===== src/rtl/addr_counter_pkg.sv =====
// Shared types and default constants for the address counter.
package addr_counter_pkg;

  // Counting direction as carried on the up port.
  typedef enum logic {
    DIR_DOWN = 1'b0,
    DIR_UP   = 1'b1
  } dir_e;

  localparam int ADDR_W_DEFAULT = 5;
  localparam int STEP_DEFAULT   = 1;

endpackage


===== src/rtl/addr_counter_step.sv =====
// Combinational next-count logic for addr_counter.
// Computes the stepped value and whether the step crossed the 0..MAX range
// boundary. With ADDR_COUNTER_SAT_EN defined the value clips to MAX/0
// instead of wrapping modulo MAX+1.
module addr_counter_step
  import addr_counter_pkg::*;
#(
  parameter int WIDTH = ADDR_W_DEFAULT,
  parameter int MAX   = 2**WIDTH - 1,
  parameter int STEP  = STEP_DEFAULT
) (
  input  logic [WIDTH-1:0] cur,
  input  logic             up,
  output logic [WIDTH-1:0] nxt,
  output logic             crossed
);

  // One guard bit so cur + STEP and cur + MAX + 1 never overflow.
  localparam logic [WIDTH:0] MAX_W  = (WIDTH+1)'(MAX);
  localparam logic [WIDTH:0] STEP_W = (WIDTH+1)'(STEP);
  localparam logic [WIDTH:0] MOD_W  = MAX_W + 1'b1;

  logic [WIDTH:0] cur_w;
  logic [WIDTH:0] sum_w;

  // Step in the requested direction, correcting at the range boundary.
  always_comb begin
    cur_w   = {1'b0, cur};
    sum_w   = cur_w + STEP_W;
    nxt     = cur;
    crossed = 1'b0;
    if (dir_e'(up) == DIR_UP) begin
      if (sum_w <= MAX_W) begin
        nxt = WIDTH'(sum_w);
      end else begin
        crossed = 1'b1;
`ifdef ADDR_COUNTER_SAT_EN
        nxt = WIDTH'(MAX_W);
`else
        nxt = WIDTH'(sum_w - MOD_W);
`endif
      end
    end else begin
      if (cur_w >= STEP_W) begin
        nxt = WIDTH'(cur_w - STEP_W);
      end else begin
        crossed = 1'b1;
`ifdef ADDR_COUNTER_SAT_EN
        nxt = '0;
`else
        nxt = WIDTH'(cur_w + MOD_W - STEP_W);
`endif
      end
    end
  end

endmodule


===== src/rtl/addr_counter.sv =====
// Parametrised up/down address counter with load, enable and registered
// status flags (wrap, at_max, at_zero).
// Optional build macro ADDR_COUNTER_SAT_EN selects saturating instead of
// modular behaviour at the range boundary (implemented in addr_counter_step).
module addr_counter
  import addr_counter_pkg::*;
#(
  parameter int WIDTH = ADDR_W_DEFAULT,
  parameter int MAX   = 2**WIDTH - 1,
  parameter int STEP  = STEP_DEFAULT
) (
  input  logic             clk,
  input  logic             reset,
  input  logic             en,
  input  logic             up,
  input  logic             load,
  input  logic [WIDTH-1:0] load_val,
  output logic [WIDTH-1:0] out,
  output logic             wrap,
  output logic             at_max,
  output logic             at_zero
);

  localparam logic [WIDTH:0] MAX_W = (WIDTH+1)'(MAX);

  // Reject illegal configurations at elaboration.
  if (WIDTH < 1) begin : g_bad_width
    $error("addr_counter: WIDTH must be at least 1");
  end
  if (MAX < 1 || (WIDTH < 31 && MAX > (1 << WIDTH) - 1)) begin : g_bad_max
    $error("addr_counter: MAX must satisfy 1 <= MAX <= 2**WIDTH-1");
  end
  if (STEP < 1 || STEP > MAX) begin : g_bad_step
    $error("addr_counter: STEP must satisfy 1 <= STEP <= MAX");
  end

  logic [WIDTH-1:0] step_nxt;
  logic             step_crossed;
  logic [WIDTH-1:0] load_clamped;
  logic [WIDTH-1:0] nxt_val;
  logic             nxt_wrap;

  addr_counter_step #(
    .WIDTH (WIDTH),
    .MAX   (MAX),
    .STEP  (STEP)
  ) u_step (
    .cur     (out),
    .up      (up),
    .nxt     (step_nxt),
    .crossed (step_crossed)
  );

  // Out-of-range load values clamp to MAX.
  assign load_clamped = ({1'b0, load_val} > MAX_W) ? WIDTH'(MAX_W) : load_val;

  // Select next count by priority load > en > hold; reset handled at the register.
  always_comb begin
    nxt_val  = out;
    nxt_wrap = 1'b0;
    if (load) begin
      nxt_val = load_clamped;
    end else if (en) begin
      nxt_val  = step_nxt;
      nxt_wrap = step_crossed;
    end
  end

  // Count and flag registers; flags derive from the next value so they track out.
  always_ff @(posedge clk) begin
    if (reset) begin
      out     <= '0;
      wrap    <= 1'b0;
      at_max  <= (MAX == 0);
      at_zero <= 1'b1;
    end else begin
      out     <= nxt_val;
      wrap    <= nxt_wrap;
      at_max  <= (nxt_val == WIDTH'(MAX_W));
      at_zero <= (nxt_val == '0);
    end
  end

endmodule


===== config.mk =====
export PLATFORM = sky130hd
export DESIGN_NAME = addr_counter
export DESIGN_NICKNAME = d
export VERILOG_FILES = /design/src/rtl/addr_counter_pkg.sv /design/src/rtl/addr_counter_step.sv /design/src/rtl/addr_counter.sv
export SDC_FILE = /design/constraint.sdc
export NUM_CORES = 1
export LEC_CHECK = 0
export CORE_UTILIZATION = 25
export DETAILED_ROUTE_END_ITERATION = 8
export HOLD_SLACK_MARGIN = 0.05
export PLACE_DENSITY = 0.55
export SLEW_MARGIN = 20
export SYNTH_ARGS = -nofsm -noshare
export SYNTH_HDL_FRONTEND = slang
export SYNTH_HIERARCHICAL = 1
export SYNTH_SLANG_ARGS = --single-unit

===== constraint.sdc =====
create_clock -name clk -period 1.8 [get_ports clk]
set_input_delay 0.45 -clock clk [delete_from_list [all_inputs] [get_ports clk]]
set_output_delay 0.45 -clock clk [all_outputs]
set_load 0.1 [all_outputs]

==> results of run 1 <==
report_power, final:
| group | switching [mW] | internal, mW | total (mW) |
|---|---|---|---|
| Combinational | 0.153 | 0.127 | 0.279 |
| Sequential | 0.0167 | 0.189 | 0.205 |
| Clock | 0.0614 | 0.0848 | 0.146 |
| Total | 0.231 | 0.400 | 0.631 |
worst max-delay path: stages, from the launching register on:
cell,delay [ns]
dfxtp_4,0.36
or4_4,0.54
nand2_2,0.08
xor2_1,0.06
mux2_4,0.27
mux2i_4,0.17
nor2_2,0.06
nor4b_4,0.13
cells in the mapped netlist, types with 2 or more instances:
library cell / n / area share, %
xnor2_1: 3 / 5.0
nand2_1: 5 / 3.6
dfxtp_1: 8 / 30
nor2b_1: 2 / 2.4
o21ai_1: 2 / 1.9
mux2i_1: 5 / 9.5
inv_1: 3 / 2.1
buf_6: 2 / 4.3
or4_1: 2 / 2.9
a21oi_2: 2 / 3.3
ha_1: 3 / 7.1
nor2_1: 5 / 3.6
kinds of logic (layout without fill, tap and decap cells):
group	count (synthesis)	after routing	share of synthesized area [%]
xor+xnor	4	4	6.67
buf+inv	5	31	6.43
flops	8	8	30.5
mux	7	7	16.7
compound gates	7	7	9.76
simple gates	19	19	22.9
fa+ha+maj	3	3	7.14
placed cells by master, fill, tap and decap left out, types with 2 or more instances in the layout:
master / Yosys / routed
o21ai_1: 2 / 2
clkdlybuf4s50_1: 0 / 8
ha_1: 3 / 2
nand2_1: 5 / 4
buf_4: 0 / 6
inv_2: 0 / 2
buf_12: 0 / 9
dfxtp_1: 8 / 4
nor2_1: 5 / 5
mux2i_1: 5 / 5
nor2b_1: 2 / 2
clkbuf_4: 0 / 3
xnor2_1: 3 / 3
dfxtp_4: 0 / 3
a21oi_2: 2 / 2
registers in the layout, summed over array words and instances (netlist names):
register,cells
out,5
at_zero,1
wrap,1
at_max,1
through the flow:
stage / util [%] / setup TNS [ns] / cells / setup WS, ns / total power, mW
final: 46.2 / 0 / 106 / 0.0101 / 0.631
after global routing: 46.2 / -0.0802 / 106 / -0.0556 / 0.669
after CTS: 45.4 / 0 / 105 / 0.000355 / 0.637
after detailed placement: 43.8 / -2.07 / 101 / -0.426 / 0.482
after global placement: 43.8 / -2.06 / 101 / -0.424 / 0.481
after floorplan: - / -0.116 / 53 / -0.0582 / 0.379
final cells by class:
class                   count  area, µm²  share of cell area (%)
flip-flops and latches      8        173                    19.0
inverters                   3       11.3                    1.24
multi-input cells          40        347                    38.2
clock buffers               4       26.3                    2.90
repair buffers             24        317                    34.9
well taps                  27       33.8                    3.72
timing repair:
action / CTS / global route
pin swaps: 2 / 2
gates resized for setup: 4 / 2
setup buffers: 0 / 1
setup endpoints to repair: 5 / 4
worst max path at each step:
| stage | from | end | slack, ns | cells past startpoint |
|---|---|---|---|---|
| global placement | up | at_max | -0.42 | 8 |
| floorplan | out[1] | at_zero | -0.06 | 9 |
| CTS | up | at_max | 0.0004 | 8 |
| finish | out[0] | at_max | 0.01 | 7 |
| global route | out[0] | at_max | -0.06 | 7 |
| detailed placement | up | at_max | -0.43 | 8 |
per-layer routing:
metal / global-route usage [%] / part of all wire (%)
met2: 17.0 / 46
met1: 14.0 / 48
met3: 2.64 / 5.5
met5: 0 / 0
met4: 8.33 / 0.44
==> run metrics, run 1 <==
die area=2290 µm²; unrepaired setup endpoints after global routing=yes; fin crit period=1.79 ns; syn nets=66; peak supply drop=0.333 mV; placed cell areas=860 µm²; Hold Crit Class=register to register; clock buffer depth=2; Avg WL per Cell=10.8 µm; clk_skew=0.00992 ns; # setup viols final=0; startpoint types=register; Hold Path Depth=3; WP data required=1.93 ns; hold path endpoint=wrap; Crit Path Category=register to register; hold_sp=out[3]; Yosys reg bits=8; r2r worst-path depth=7; library cells used by synthesis=23; chip height=47.8 µm; area grow syn2layout=72.6%; CP endpoint kind=register; H-Tree Depth=1; clk sinks=8; placer congestion estimate=0.745; I/O Buffers=17; Starting Density=26.8%; width of the die=47.8 µm; ys flop type=dfxtp_1; mapped cell area=526 µm²; Syn Inst Count=53; initial antenna violation count=0; first-pass GRT wire length=1730 µm; reg2reg start=out[0]; largest net degree at the start of global routing=11; reg-to-reg endpoint=at_max; Hold WS=0.704 ns; share of post-route cells with drive strength above 1=44.3%; Max Cap Violations=0; core area=1960 µm²; critical path arrival=1.92 ns; post-layout instance area=907 µm²; clock buffer count from CTS=3; Seq/Total Area, Yosys=30.5%; Remaining Overflow, GRT=0; via count=453; Rel. slew slack=81.0%; Hold Vio Cnt, Final=0; Clock transition at path regs=0.06 ns; CTS tree=done; Hold-fix buffers, CTS=0; fill cell count=201; Final Max Tran Viols=0; EDFF count, synth=0; clock tree root buffer cell=clkbuf_4; status=finished, final reports clean; final cycle utilization of the critical path=99.4%; dpl hpwl=905 µm; ANT cells=0; I/O Pins=18; Overall Global Routing Usage=11.3%; # DRC=0; crit path max fanout=5; Leakage=0.373 nW; Yosys Warn Count=6; DRT Wirelength=1140 µm; Max Freq=559 MHz; Async S/R FF share, synth=0%; vias in the first global route=437; nets=93; Initial DRT Pass Iterations=3; site row count=16; Vias/cell=4.27; Syn Area/Cell=9.92 µm²; internal reg-to-reg setup slack=0.01 ns; slew of the pin with the lowest slew margin=0.284 ns; PwrDens=696 nW/µm²; ANT nets after route=0; drt initial violations=3; Skew-Pair Late Insertion Delay=0.25 ns
Power figures use the tool's default switching activity.
==> run 2, diff against run 1 <==
- CORE_UTILIZATION: 25 -> 38
- PLACE_DENSITY: 0.55 -> 0.76
==> run 2 against run 1 <==
Register-to-register slack gained 0.02 ns. Die area down 33%. Sequential power hardly changed. Clock skew shrank 0.0075 ns. Power grew 1.6%. Combinational power rose by 1%. Sequential cell count is the same. Clock-buffer cell count did not move. Worst setup slack gained 0.016 ns. Worst hold slack got worse by 0.0049 ns. Cell count down 10%. Critical endpoint unchanged. Largest cell class unchanged.
==> run metrics, run 2 (synthesis results as in run 1) <==
ANT nets after route=0 (unchanged); status=finished, final reports clean; hold path endpoint=wrap; H-Tree Depth=1 (unchanged); nets=94 (+1.1%); Hold WS=0.700 ns (-0.00494 ns); clk sinks=8 (unchanged); Vias/cell=4.97 (+16%); Overall Global Routing Usage=16.5% (+5.2 points); fin crit period=1.77 ns (-0.0161 ns); reg-to-reg endpoint=at_max; post-layout instance area=898 µm² (-0.97%); largest net degree at the start of global routing=8 (-3); first-pass GRT wire length=1620 µm (-6.0%); Leakage=0.376 nW (+0.61%); Final Util=69.0% (+23 points); startpoint types=register; max reg flops=5 (unchanged); PwrDens=713 nW/µm² (+2.6%); placed cell areas=840 µm² (-2.3%); Initial DRT Pass Iterations=3 (unchanged); share of post-route cells with drive strength above 1=46.3% (+1.9 points); Crit Path Category=register to register; clock tree root buffer cell=clkbuf_4; I/O Buffers=17 (unchanged); peak supply drop=0.478 mV (+43%); core area=1300 µm² (-34%); Final Max Tran Viols=0 (unchanged); reg2reg start=out[2]; Crit path max-delay family=simple AND/OR/NAND/NOR gates; I/O Pins=18 (unchanged); chip height=39.2 µm (-18%); site row count=13 (-3); WP data required=1.95 ns (+0.02 ns); Hold-fix buffers, CTS=0 (unchanged); Biggest register=out; CP endpoint kind=register; Place WS=-0.441 ns (-0.0145 ns); Tot Pwr=641 µW (+1.6%); ANT cells=0 (unchanged); drt initial violations=2 (-1); Avg WL per Cell=11.9 µm (+10%); Remaining Overflow, GRT=0 (unchanged); Max Cap Violations=0 (unchanged); max incr delay on CP=0.53 ns (about the same); via count=472 (+4.2%); critical path, cell by cell=or4_4 -> nand2_2 -> xor2_1 -> mux2_4 -> mux2i_4 -> nor2_2 -> nor4b_4; Starting Density=40.4% (+14 points); post-route setup slack=0.0263 ns (+0.0161 ns); # DRC=0 (unchanged); dpl hpwl=928 µm (+2.6%); Hold Vio Cnt, Final=0 (unchanged); Clock transition at path regs=0.06 ns (about the same); critical path arrival=1.92 ns (about the same); vias in the first global route=390 (-11%); clock buffer count from CTS=3 (unchanged); hold_sp=out[3]; fill cell count=106 (-47%); width of the die=39.2 µm (-18%); Skew-Pair Late Insertion Delay=0.26 ns (about the same); CTS tree=done; area grow syn2layout=71.0%; Hold Path Depth=3 (unchanged); placer congestion estimate=0.695 (-6.6%); unrepaired setup endpoints after global routing=yes; slew of the pin with the lowest slew margin=0.281 ns (-0.00284 ns); most frequent cells in the layout=clkdlybuf4s50_1 (8), buf_12 (8), buf_4 (8); initial antenna violation count=0 (unchanged); clk_skew=0.00243 ns (-0.00749 ns); DRT Wirelength=1130 µm (-1.2%); final cycle utilization of the critical path=98.5% (-0.90 points); Hold Crit Class=register to register; # setup viols final=0 (unchanged); internal reg-to-reg setup slack=0.03 ns (+0.02 ns); clock buffer depth=2 (unchanged); r2r worst-path depth=7 (unchanged); Max Freq=564 MHz (+0.91%); Rel. slew slack=81.2% (+0.20 points); crit path max fanout=2 (-3); buffer and inverter count on the worst path=0 (unchanged); die area=1540 µm² (-33%); Max stage delay cell, worst path=or4_4
-- run 2: cell types whose count changed in the layout (fill, tap and decap cells not counted), sizes merged --
cell / change
buf: +1
clkbuf: +1
clkdlybuf4s15: -1
-- run 2: routing by layer --
layer	up-vias	global-route usage, %	wire length (µm)
li1	242	-	-
met1	211	17.9	505
met2	14	28.7	554
met3	5	6.94	55
met4	0	5.17	11
met5	-	0	0
-- run 2: what timing repair did --
item | 4_1_cts | 5_1_grt
endpoints found under the setup margin | 5 | 3
setup buffers | 1 | 0
hold endpoints to repair | 0 | 0
pin swaps | 3 | 7
resized for setup | 4 | 4
-- run 2: report_power, final --
group / leakage [nW] / total (mW) / switching [mW] / internal (mW)
combinational: 0.292 / 0.283 / 0.156 / 0.127
sequential: 0.0682 / 0.206 / 0.0176 / 0.189
clock: 0.0150 / 0.152 / 0.0664 / 0.0851
-- run 2: area by class of cell --
type,instances,area [µm²],area share [%]
sequential,8,173,19.2
tap,15,18.8,2.09
multi-input combinational,40,364,40.5
inverter,3,11.3,1.25
timing repair buffer,25,305,34.0
clock buffer,4,26.3,2.92
-- run 2: tightest hold or removal path, cell delays in order (launching register included) --
cell	delay, ns
dfxtp_2	0.37
nand2_1	0.07
o21ai_0	0.07
nor4bb_1	0.14
-- run 2: per-stage QoR --
step / std cells / TNS [ns]
floorplan: 53 / -0.116
CTS: 95 / -0.0170
finish: 95 / 0
global route: 95 / -0.110
detailed placement: 90 / -1.98
global placement: 90 / -1.69
-- run 2: worst max-delay path by stage --
| stage | depth (start not counted) | slack [ns] | to | startpoint |
|---|---|---|---|---|
| floorplan | 9 | -0.06 | at_zero | out[1] |
| global placement | 8 | -0.36 | at_max | up |
| global route | 9 | -0.06 | at_zero | out[1] |
| CTS | 7 | -0.02 | at_max | out[0] |
| detailed placement | 8 | -0.44 | at_max | up |
| finish | 7 | 0.03 | at_max | out[2] |
